$ cat src/rtl/page_walk_scheduler_pkg.sv
// ---------------------------------------------------------------------------
// ptw_pkg
//   Shared types and helpers for the page walk scheduler.
//   - ptw_state_e : walker FSM state (IDLE / SCAN / RESP).
//   - pte_* functions : bit positions of the fields inside a page-table
//     entry laid out as {valid, vpn[VPN_W-1:0], ppn[PPN_W-1:0]}.
//   - PTE_* localparams : the same positions for the default 5/5 widths.
// ---------------------------------------------------------------------------
package ptw_pkg;

  typedef enum logic [1:0] {
    IDLE = 2'd0,
    SCAN = 2'd1,
    RESP = 2'd2
  } ptw_state_e;

  localparam int DEF_VPN_W = 5;
  localparam int DEF_PPN_W = 5;

  // Entry layout helpers, usable with any VPN/PPN width.
  function automatic int pte_valid_bit(input int vpn_w, input int ppn_w);
    return vpn_w + ppn_w;
  endfunction

  function automatic int pte_vpn_msb(input int vpn_w, input int ppn_w);
    return vpn_w + ppn_w - 1;
  endfunction

  function automatic int pte_vpn_lsb(input int ppn_w);
    return ppn_w;
  endfunction

  function automatic int pte_ppn_msb(input int ppn_w);
    return ppn_w - 1;
  endfunction

  localparam int PTE_VALID_BIT = pte_valid_bit(DEF_VPN_W, DEF_PPN_W);
  localparam int PTE_VPN_MSB   = pte_vpn_msb(DEF_VPN_W, DEF_PPN_W);
  localparam int PTE_VPN_LSB   = pte_vpn_lsb(DEF_PPN_W);
  localparam int PTE_PPN_MSB   = pte_ppn_msb(DEF_PPN_W);
  localparam int PTE_PPN_LSB   = 0;

endpackage

$ cat src/rtl/page_walk_scheduler_rr_arbiter.sv
// ---------------------------------------------------------------------------
// rr_arbiter
//   Purely combinational round-robin pick. Grants the first asserted request
//   found when searching upward from ptr, wrapping past N_REQ-1 to 0.
//   Ports:
//     req   [N_REQ-1:0] : request vector
//     ptr   [PTR_W-1:0] : index with highest priority this cycle
//     grant [N_REQ-1:0] : one-hot grant (all zero when req is zero)
// ---------------------------------------------------------------------------
module rr_arbiter #(
  parameter  int N_REQ = 2,
  localparam int PTR_W = (N_REQ > 1) ? $clog2(N_REQ) : 1
) (
  input  logic [N_REQ-1:0] req,
  input  logic [PTR_W-1:0] ptr,
  output logic [N_REQ-1:0] grant
);

  logic found;

  // Two passes avoid a modulo index: first [ptr, N_REQ-1], then [0, ptr-1].
  always_comb begin
    grant = '0;
    found = 1'b0;
    for (int i = 0; i < N_REQ; i++) begin
      if (!found && (i >= int'(ptr)) && req[i]) begin
        grant[i] = 1'b1;
        found    = 1'b1;
      end
    end
    for (int i = 0; i < N_REQ; i++) begin
      if (!found && (i < int'(ptr)) && req[i]) begin
        grant[i] = 1'b1;
        found    = 1'b1;
      end
    end
  end

endmodule

$ cat src/rtl/page_walk_scheduler.sv
// ---------------------------------------------------------------------------
// page_walk_scheduler
//   Shares one page-table read port between N_REQ TLB-miss clients. One
//   request is accepted at a time (round robin), the table is scanned
//   linearly one entry per cycle against a 1-cycle-latency read port, and a
//   single-cycle response goes back to the accepted client.
//
//   Ports:
//     clk, rst     : clock, synchronous active-high reset
//     req_valid    : per-client request
//     req_vpn      : client i VPN at [i*VPN_W +: VPN_W]
//     req_ready    : one-hot accept (IDLE only)
//     resp_valid   : one-hot, one-cycle response pulse
//     resp_hit     : translation found (held until next response)
//     resp_ppn     : translated PPN, 0 on miss (held until next response)
//     pt_rd_en     : page-table read strobe
//     pt_rd_idx    : page-table read index
//     pt_rd_data   : {valid, vpn, ppn}, returned the cycle after pt_rd_en
//     busy         : FSM not in IDLE
//     dbg_state    : current FSM state
//
//   Handshake: a request transfers on a rising edge where
//   req_valid[i] & req_ready[i] are both high. req_ready is combinational,
//   one-hot, only in IDLE and never during reset; a client must hold
//   req_valid/req_vpn stable until accepted and may withdraw at any time.
//   resp_valid carries no back-pressure: it is a one-cycle pulse.
// ---------------------------------------------------------------------------
module page_walk_scheduler
  import ptw_pkg::*;
#(
  parameter int N_REQ      = 2,
  parameter int VPN_W      = 5,
  parameter int PPN_W      = 5,
  parameter int PT_ENTRIES = 32,
  // 2**IDX_W must be >= PT_ENTRIES.
  parameter int IDX_W      = 5
) (
  input  logic                     clk,
  input  logic                     rst,
  input  logic [N_REQ-1:0]         req_valid,
  input  logic [N_REQ*VPN_W-1:0]   req_vpn,
  output logic [N_REQ-1:0]         req_ready,
  output logic [N_REQ-1:0]         resp_valid,
  output logic                     resp_hit,
  output logic [PPN_W-1:0]         resp_ppn,
  output logic                     pt_rd_en,
  output logic [IDX_W-1:0]         pt_rd_idx,
  input  logic [1+VPN_W+PPN_W-1:0] pt_rd_data,
  output logic                     busy,
  output ptw_state_e               dbg_state
);

  localparam int PTR_W   = (N_REQ > 1) ? $clog2(N_REQ) : 1;
  localparam int VLD_BIT = pte_valid_bit(VPN_W, PPN_W);
  localparam int VPN_MSB = pte_vpn_msb(VPN_W, PPN_W);
  localparam int VPN_LSB = pte_vpn_lsb(PPN_W);
  localparam int PPN_MSB = pte_ppn_msb(PPN_W);

  localparam logic [IDX_W-1:0] LAST_IDX  = IDX_W'(PT_ENTRIES - 1);
  localparam logic [PTR_W-1:0] LAST_PTR  = PTR_W'(N_REQ - 1);

  // Registered state
  ptw_state_e       state_q;
  logic [PTR_W-1:0] ptr_q;
  logic [PTR_W-1:0] client_q;
  logic [VPN_W-1:0] vpn_q;
  logic             rd_en_q;
  logic [IDX_W-1:0] rd_idx_q;
  logic             data_vld_q;   // pt_rd_data carries a real entry this cycle
  logic [IDX_W-1:0] cmp_idx_q;    // index of the entry on pt_rd_data
  logic [N_REQ-1:0] resp_valid_q;
  logic             hit_q;
  logic [PPN_W-1:0] ppn_q;

  // Combinational
  logic [N_REQ-1:0] grant;
  logic [PTR_W-1:0] winner;
  logic [PTR_W-1:0] ptr_d;
  logic [VPN_W-1:0] req_vpn_sel;
  logic [N_REQ-1:0] client_oh;
  logic             accept;
  logic             match;
  logic             last_cmp;

  rr_arbiter #(.N_REQ(N_REQ)) u_arb (
    .req   (req_valid),
    .ptr   (ptr_q),
    .grant (grant)
  );

  // Ready is only offered from IDLE, and withheld while reset is applied.
  assign req_ready = ((state_q == IDLE) && !rst) ? grant : '0;
  assign accept    = |req_ready;

  always_comb begin
    winner      = '0;
    req_vpn_sel = '0;
    for (int i = 0; i < N_REQ; i++) begin
      if (grant[i]) begin
        winner      = PTR_W'(i);
        req_vpn_sel = req_vpn[i*VPN_W +: VPN_W];
      end
    end
  end

  assign ptr_d = (winner == LAST_PTR) ? '0 : winner + 1'b1;

  always_comb begin
    client_oh = '0;
    for (int i = 0; i < N_REQ; i++) begin
      client_oh[i] = (client_q == PTR_W'(i));
    end
  end

  // data_vld_q gates the compare so an X bus on idle read cycles is ignored.
  assign match    = data_vld_q && pt_rd_data[VLD_BIT] &&
                    (pt_rd_data[VPN_MSB:VPN_LSB] == vpn_q);
  assign last_cmp = data_vld_q && (cmp_idx_q == LAST_IDX);

  always_ff @(posedge clk) begin
    if (rst) begin
      state_q      <= IDLE;
      ptr_q        <= '0;
      client_q     <= '0;
      vpn_q        <= '0;
      rd_en_q      <= 1'b0;
      rd_idx_q     <= '0;
      data_vld_q   <= 1'b0;
      cmp_idx_q    <= '0;
      resp_valid_q <= '0;
      hit_q        <= 1'b0;
      ppn_q        <= '0;
    end else begin
      // Read pipeline bookkeeping: what is issued now is compared next cycle.
      data_vld_q   <= rd_en_q;
      cmp_idx_q    <= rd_idx_q;
      resp_valid_q <= '0;

      case (state_q)
        IDLE: begin
          if (accept) begin
            vpn_q    <= req_vpn_sel;
            client_q <= winner;
            ptr_q    <= ptr_d;
            rd_en_q  <= 1'b1;
            rd_idx_q <= '0;
            state_q  <= SCAN;
          end
        end

        SCAN: begin
          if (match) begin
            // The read issued this cycle is dropped by clearing rd_en_q.
            hit_q        <= 1'b1;
            ppn_q        <= pt_rd_data[PPN_MSB:0];
            rd_en_q      <= 1'b0;
            resp_valid_q <= client_oh;
            state_q      <= RESP;
          end else if (last_cmp) begin
            hit_q        <= 1'b0;
            ppn_q        <= '0;
            rd_en_q      <= 1'b0;
            resp_valid_q <= client_oh;
            state_q      <= RESP;
          end else if (rd_en_q) begin
            // Stop issuing once the last entry is out; the scan then waits
            // one cycle for its compare.
            if (rd_idx_q == LAST_IDX) begin
              rd_en_q <= 1'b0;
            end else begin
              rd_idx_q <= rd_idx_q + 1'b1;
            end
          end
        end

        RESP: begin
          state_q <= IDLE;
        end

        default: begin
          state_q <= IDLE;
        end
      endcase
    end
  end

  assign resp_valid = resp_valid_q;
  assign resp_hit   = hit_q;
  assign resp_ppn   = ppn_q;
  assign pt_rd_en   = rd_en_q;
  assign pt_rd_idx  = rd_idx_q;
  assign busy       = (state_q != IDLE);
  assign dbg_state  = state_q;

endmodule

$ cat config.mk
export PLATFORM = sky130hd
export DESIGN_NAME = page_walk_scheduler
export DESIGN_NICKNAME = d
export VERILOG_FILES = /design/src/rtl/page_walk_scheduler_pkg.sv /design/src/rtl/page_walk_scheduler_rr_arbiter.sv /design/src/rtl/page_walk_scheduler.sv
export SDC_FILE = /design/constraint.sdc
export NUM_CORES = 1
export LEC_CHECK = 0
export CELL_PAD_IN_SITES_DETAIL_PLACEMENT = 0
export CELL_PAD_IN_SITES_GLOBAL_PLACEMENT = 1
export CORE_AREA = 2 2 57 85
export DETAILED_ROUTE_END_ITERATION = 6
export DIE_AREA = 0 0 59 87
export GPL_ROUTABILITY_DRIVEN = 0
export MAX_ROUTING_LAYER = met4
export PLACE_DENSITY_LB_ADDON = 0.1
export SYNTH_ARGS = -nofsm -noshare
export SYNTH_HDL_FRONTEND = slang
export SYNTH_HIERARCHICAL = 1
export SYNTH_SLANG_ARGS = --single-unit
$ cat constraint.sdc
create_clock -name clk -period 1.6 [get_ports clk]
set_input_delay 0.32 -clock clk [delete_from_list [all_inputs] [get_ports clk]]
set_output_delay 0.32 -clock clk [all_outputs]
set_load 0.01 [all_outputs]
==> results.json <==
{
  "outcome": "finished with violations",
  "violations": "setup timing",
  "cts-htree-levels": 2,
  "post-place-ws_ns": -0.453,
  "dieArea_sq_um": 5130,
  "setup_tns_ns": -0.0259,
  "area_growth_pct": 71.1,
  "p_int_mw": 1.28,
  "io-pin-count": 44,
  "holdWs_ns": 0.448,
  "clkTransAtPathRegs_ns": 0.06,
  "fmaxAchievable_mhz": 615,
  "hp-class": "reg -> reg",
  "drv_cap": 0,
  "syn-cell-area_sq_um": 1230,
  "ant_nets": 0,
  "period_needed_ns": 1.63,
  "drc": 0,
  "multi_input_area_sq_um": 754,
  "post-route-period-util_pct": 102,
  "synth_seq_cells": 29,
  "placed_cells": 236,
  "avgSynthCellArea_sq_um": 9.63,
  "insertion_delay_ns": 0.28,
  "initial_core_util_pct": 27.8,
  "num_vias": 1220,
  "power_mw": 1.78,
  "finalSetupViolCount": 1,
  "diodes": 0,
  "dieWidth_um": 59,
  "drt-total-wl_mm": 3.47,
  "portBuffers": 43,
  "grt_max_degree": 21,
  "final_cell_count_no_fill": 247,
  "pwr-share-seq_pct": 44.4,
  "drt-initial-drc-count": 24,
  "ff_latch_area_sq_um": 588,
  "cp-end-kind": "register",
  "root_buffer": "clkbuf_8",
  "tightest_slew_ns": 0.411,
  "ys.warnings.count": 6,
  "grt_overflow": 0,
  "seq_area_frac_synth_pct": 47.1,
  "cts_tree": "yes",
  "routed_via_density": 4.94,
  "skew_ns": 0.00745,
  "grt_usage_pct": 15.5,
  "irDropWorstVdd_mv": 0.415,
  "postLayoutSetupSlackWorst_ns": -0.0259,
  "die_h_um": 87,
  "hold_viol": 0,
  "clk_path_buf_depth": 2,
  "cp.arrival_ns": 1.82,
  "worst_setup_path_start_kind": "register",
  "synth_nets": 155,
  "synthCells": 128,
  "num_rows": 30,
  "antenna_found_initial": 0,
  "slew_headroom_pct": 72.5,
  "wire_per_inst_um": 14.0,
  "crit_path_max_fanout": 3,
  "rsz0062_at_grt": "yes",
  "dpl.hpwl_mm": 2.71,
  "drive_gt1_share_pct": 32.2,
  "nets": 225,
  "coreArea_sq_um": 4430,
  "crit_required_ns": 1.80,
  "first_global_vias": 1278,
  "p_clk_share_pct": 32.3,
  "power.switching_uw": 501,
  "sw_frac_of_total_pct": 28.2,
  "critPathKind": "reg -> reg",
  "cts_buffers": 5,
  "grt_pass1_wl_mm": 5.72,
  "cts_num_sinks": 29,
  "powerDensity_nw_per_um2": 844,
  "first_pass_iters": 4,
  "p_leak_nw": 0.861,
  "ys_types": 38,
  "pwr-share-comb_pct": 23.3,
  "finalMaxSlewViolations": 0,
  "fill_cells": 448
}
-- path summary, 6_finish.rpt --
path | cells after the start | slack [ns] | end | start
worst min register to register | 1 | 0.45 | resp_valid[0]$_SDFF_PP0_ | client_q$_SDFFE_PP0P_
worst min-delay path | 1 | 0.45 | resp_valid[0]$_SDFF_PP0_ | client_q$_SDFFE_PP0P_
worst max register to register | 8 | -0.03 | pt_rd_idx[2]$_SDFFE_PP0P_ | pt_rd_idx[0]$_SDFFE_PP0P_
worst max-delay path | 8 | -0.03 | pt_rd_idx[2]$_SDFFE_PP0P_ | pt_rd_idx[0]$_SDFFE_PP0P_
-- state kept, by name, summed over array words and instances (netlist names) --
register and cells:
resp_hit 1, client_q 1, resp_valid 2, pt_rd_en 1
vpn_q 5, dbg_state 2, cmp_idx_q 5, data_vld_q 1
ptr_q 1, pt_rd_idx 5, resp_ppn 5
-- cell usage in the layout, fill, tap and decap left out, types with 4 or more instances in the layout --
cell and n:
a22o_1 5, xor2_2 4, clkbuf_8 5, clkdlybuf4s50_1 27
dlygate4sd2_1 13, nor3_1 7, nor2b_1 9, nand3_1 11
buf_4 25, dfxtp_1 25, nor2_1 9
-- cells by family (layout without fill, tap and decap cells) --
group | count (synthesis) | in the layout | share of synthesized area [%]
and+or+nand+nor | 54 | 54 | 24.6
AOI/OAI and AO/OA | 30 | 30 | 20.2
DFF | 29 | 29 | 47.1
buffers and inverters | 8 | 79 | 2.54
xor gates and xnor gates | 5 | 5 | 3.55
adders and majority gates | 2 | 2 | 2.03
-- worst max-delay path, stage by stage (launching register included) --
cell and delay (ns):
dfxtp_4 0.35, ha_4 0.15, and3_4 0.15, ha_4 0.15
nand2b_4 0.15, a211oi_4 0.20, buf_6 0.14, nand4b_1 0.10
a31oi_1 0.17
-- synthesized netlist by cell type --
cell type	count	area share (%)
inv_1	2	0.61
a31oi_1	3	1.5
nand4b_1	1	0.71
o21ai_0	2	0.81
nor4_4	1	1.7
a211oi_1	2	1.2
a21oi_2	1	0.71
a21oi_1	1	0.41
dfxtp_1	29	47
or2_2	1	0.51
nand2_1	3	0.91
a21o_2	1	0.71
a21boi_0	1	0.61
clkbuf_1	5	1.5
nand3_1	11	4.5
o311ai_2	1	1.3
a211o_2	1	0.81
a22o_1	5	3.6
buf_2	1	0.41
a31o_1	1	0.71
nor2b_1	9	4.6
a21o_1	1	0.61
and3_2	1	0.61
a221oi_1	5	3.6
xor2_1	4	2.8
a21boi_1	1	0.61
a22oi_1	1	0.61
nand4_1	1	0.51
nor2_1	9	2.7
nor3_1	8	3.2
and2_1	3	1.5
ha_1	2	2.0
o21a_1	1	0.61
a211oi_2	1	1.0
nand2b_1	3	1.5
and3_1	3	1.5
a32o_1	1	0.81
xnor2_1	1	0.71
-- metal layers --
layer | GRT usage [%] | wire, um | share of wire (%) | up-vias
met5 | - | 0 | 0 | -
li1 | - | - | - | 603
met1 | 15.5 | 1280 | 37 | 565
met3 | 4.61 | 194 | 5.6 | 7
met2 | 27.5 | 1920 | 55 | 45
met4 | 6.20 | 77 | 2.2 | 0
-- stage by stage --
| stage | area, sq um | utilization, % |
|---|---|---|
| final | 2110 | 47.6 |
| after global routing | 2110 | 47.6 |
| after CTS | 2080 | 47.1 |
| after detailed placement | 1900 | 43.0 |
| after global placement | 1900 | 43.0 |
| after floorplan | 1260 | - |
-- power by group through the flow --
stage / registers (mW) / clock network [mW] / logic (mW)
3_5_place_dp: 0.802 / 0 / 0.390
2_1_floorplan: 0.804 / 0 / 0.174
4_1_cts: 0.791 / 0.600 / 0.411
3_3_place_gp: 0.800 / 0 / 0.388
6_report: 0.791 / 0.575 / 0.414
5_1_grt: 0.795 / 0.647 / 0.454
-- cell type report --
type / count / area share, %
Multi-Input combinational cell: 91 / 35.8
Timing Repair Buffer: 69 / 29.0
Sequential cell: 29 / 27.9
Clock buffer: 5 / 3.26
Tap cell: 48 / 2.85
Clock inverter: 3 / 0.831
Inverter: 2 / 0.356
-- repair_timing --
item | 4_1_cts | 5_1_grt
buffers inserted | 3 | 0
hold buffers | 0 | 0
endpoints found under the setup margin | 27 | 17
resized for setup | 39 | 6
gates cloned | 0 | 0
pin swaps | 12 | 5
Power figures use the tool's default switching activity.
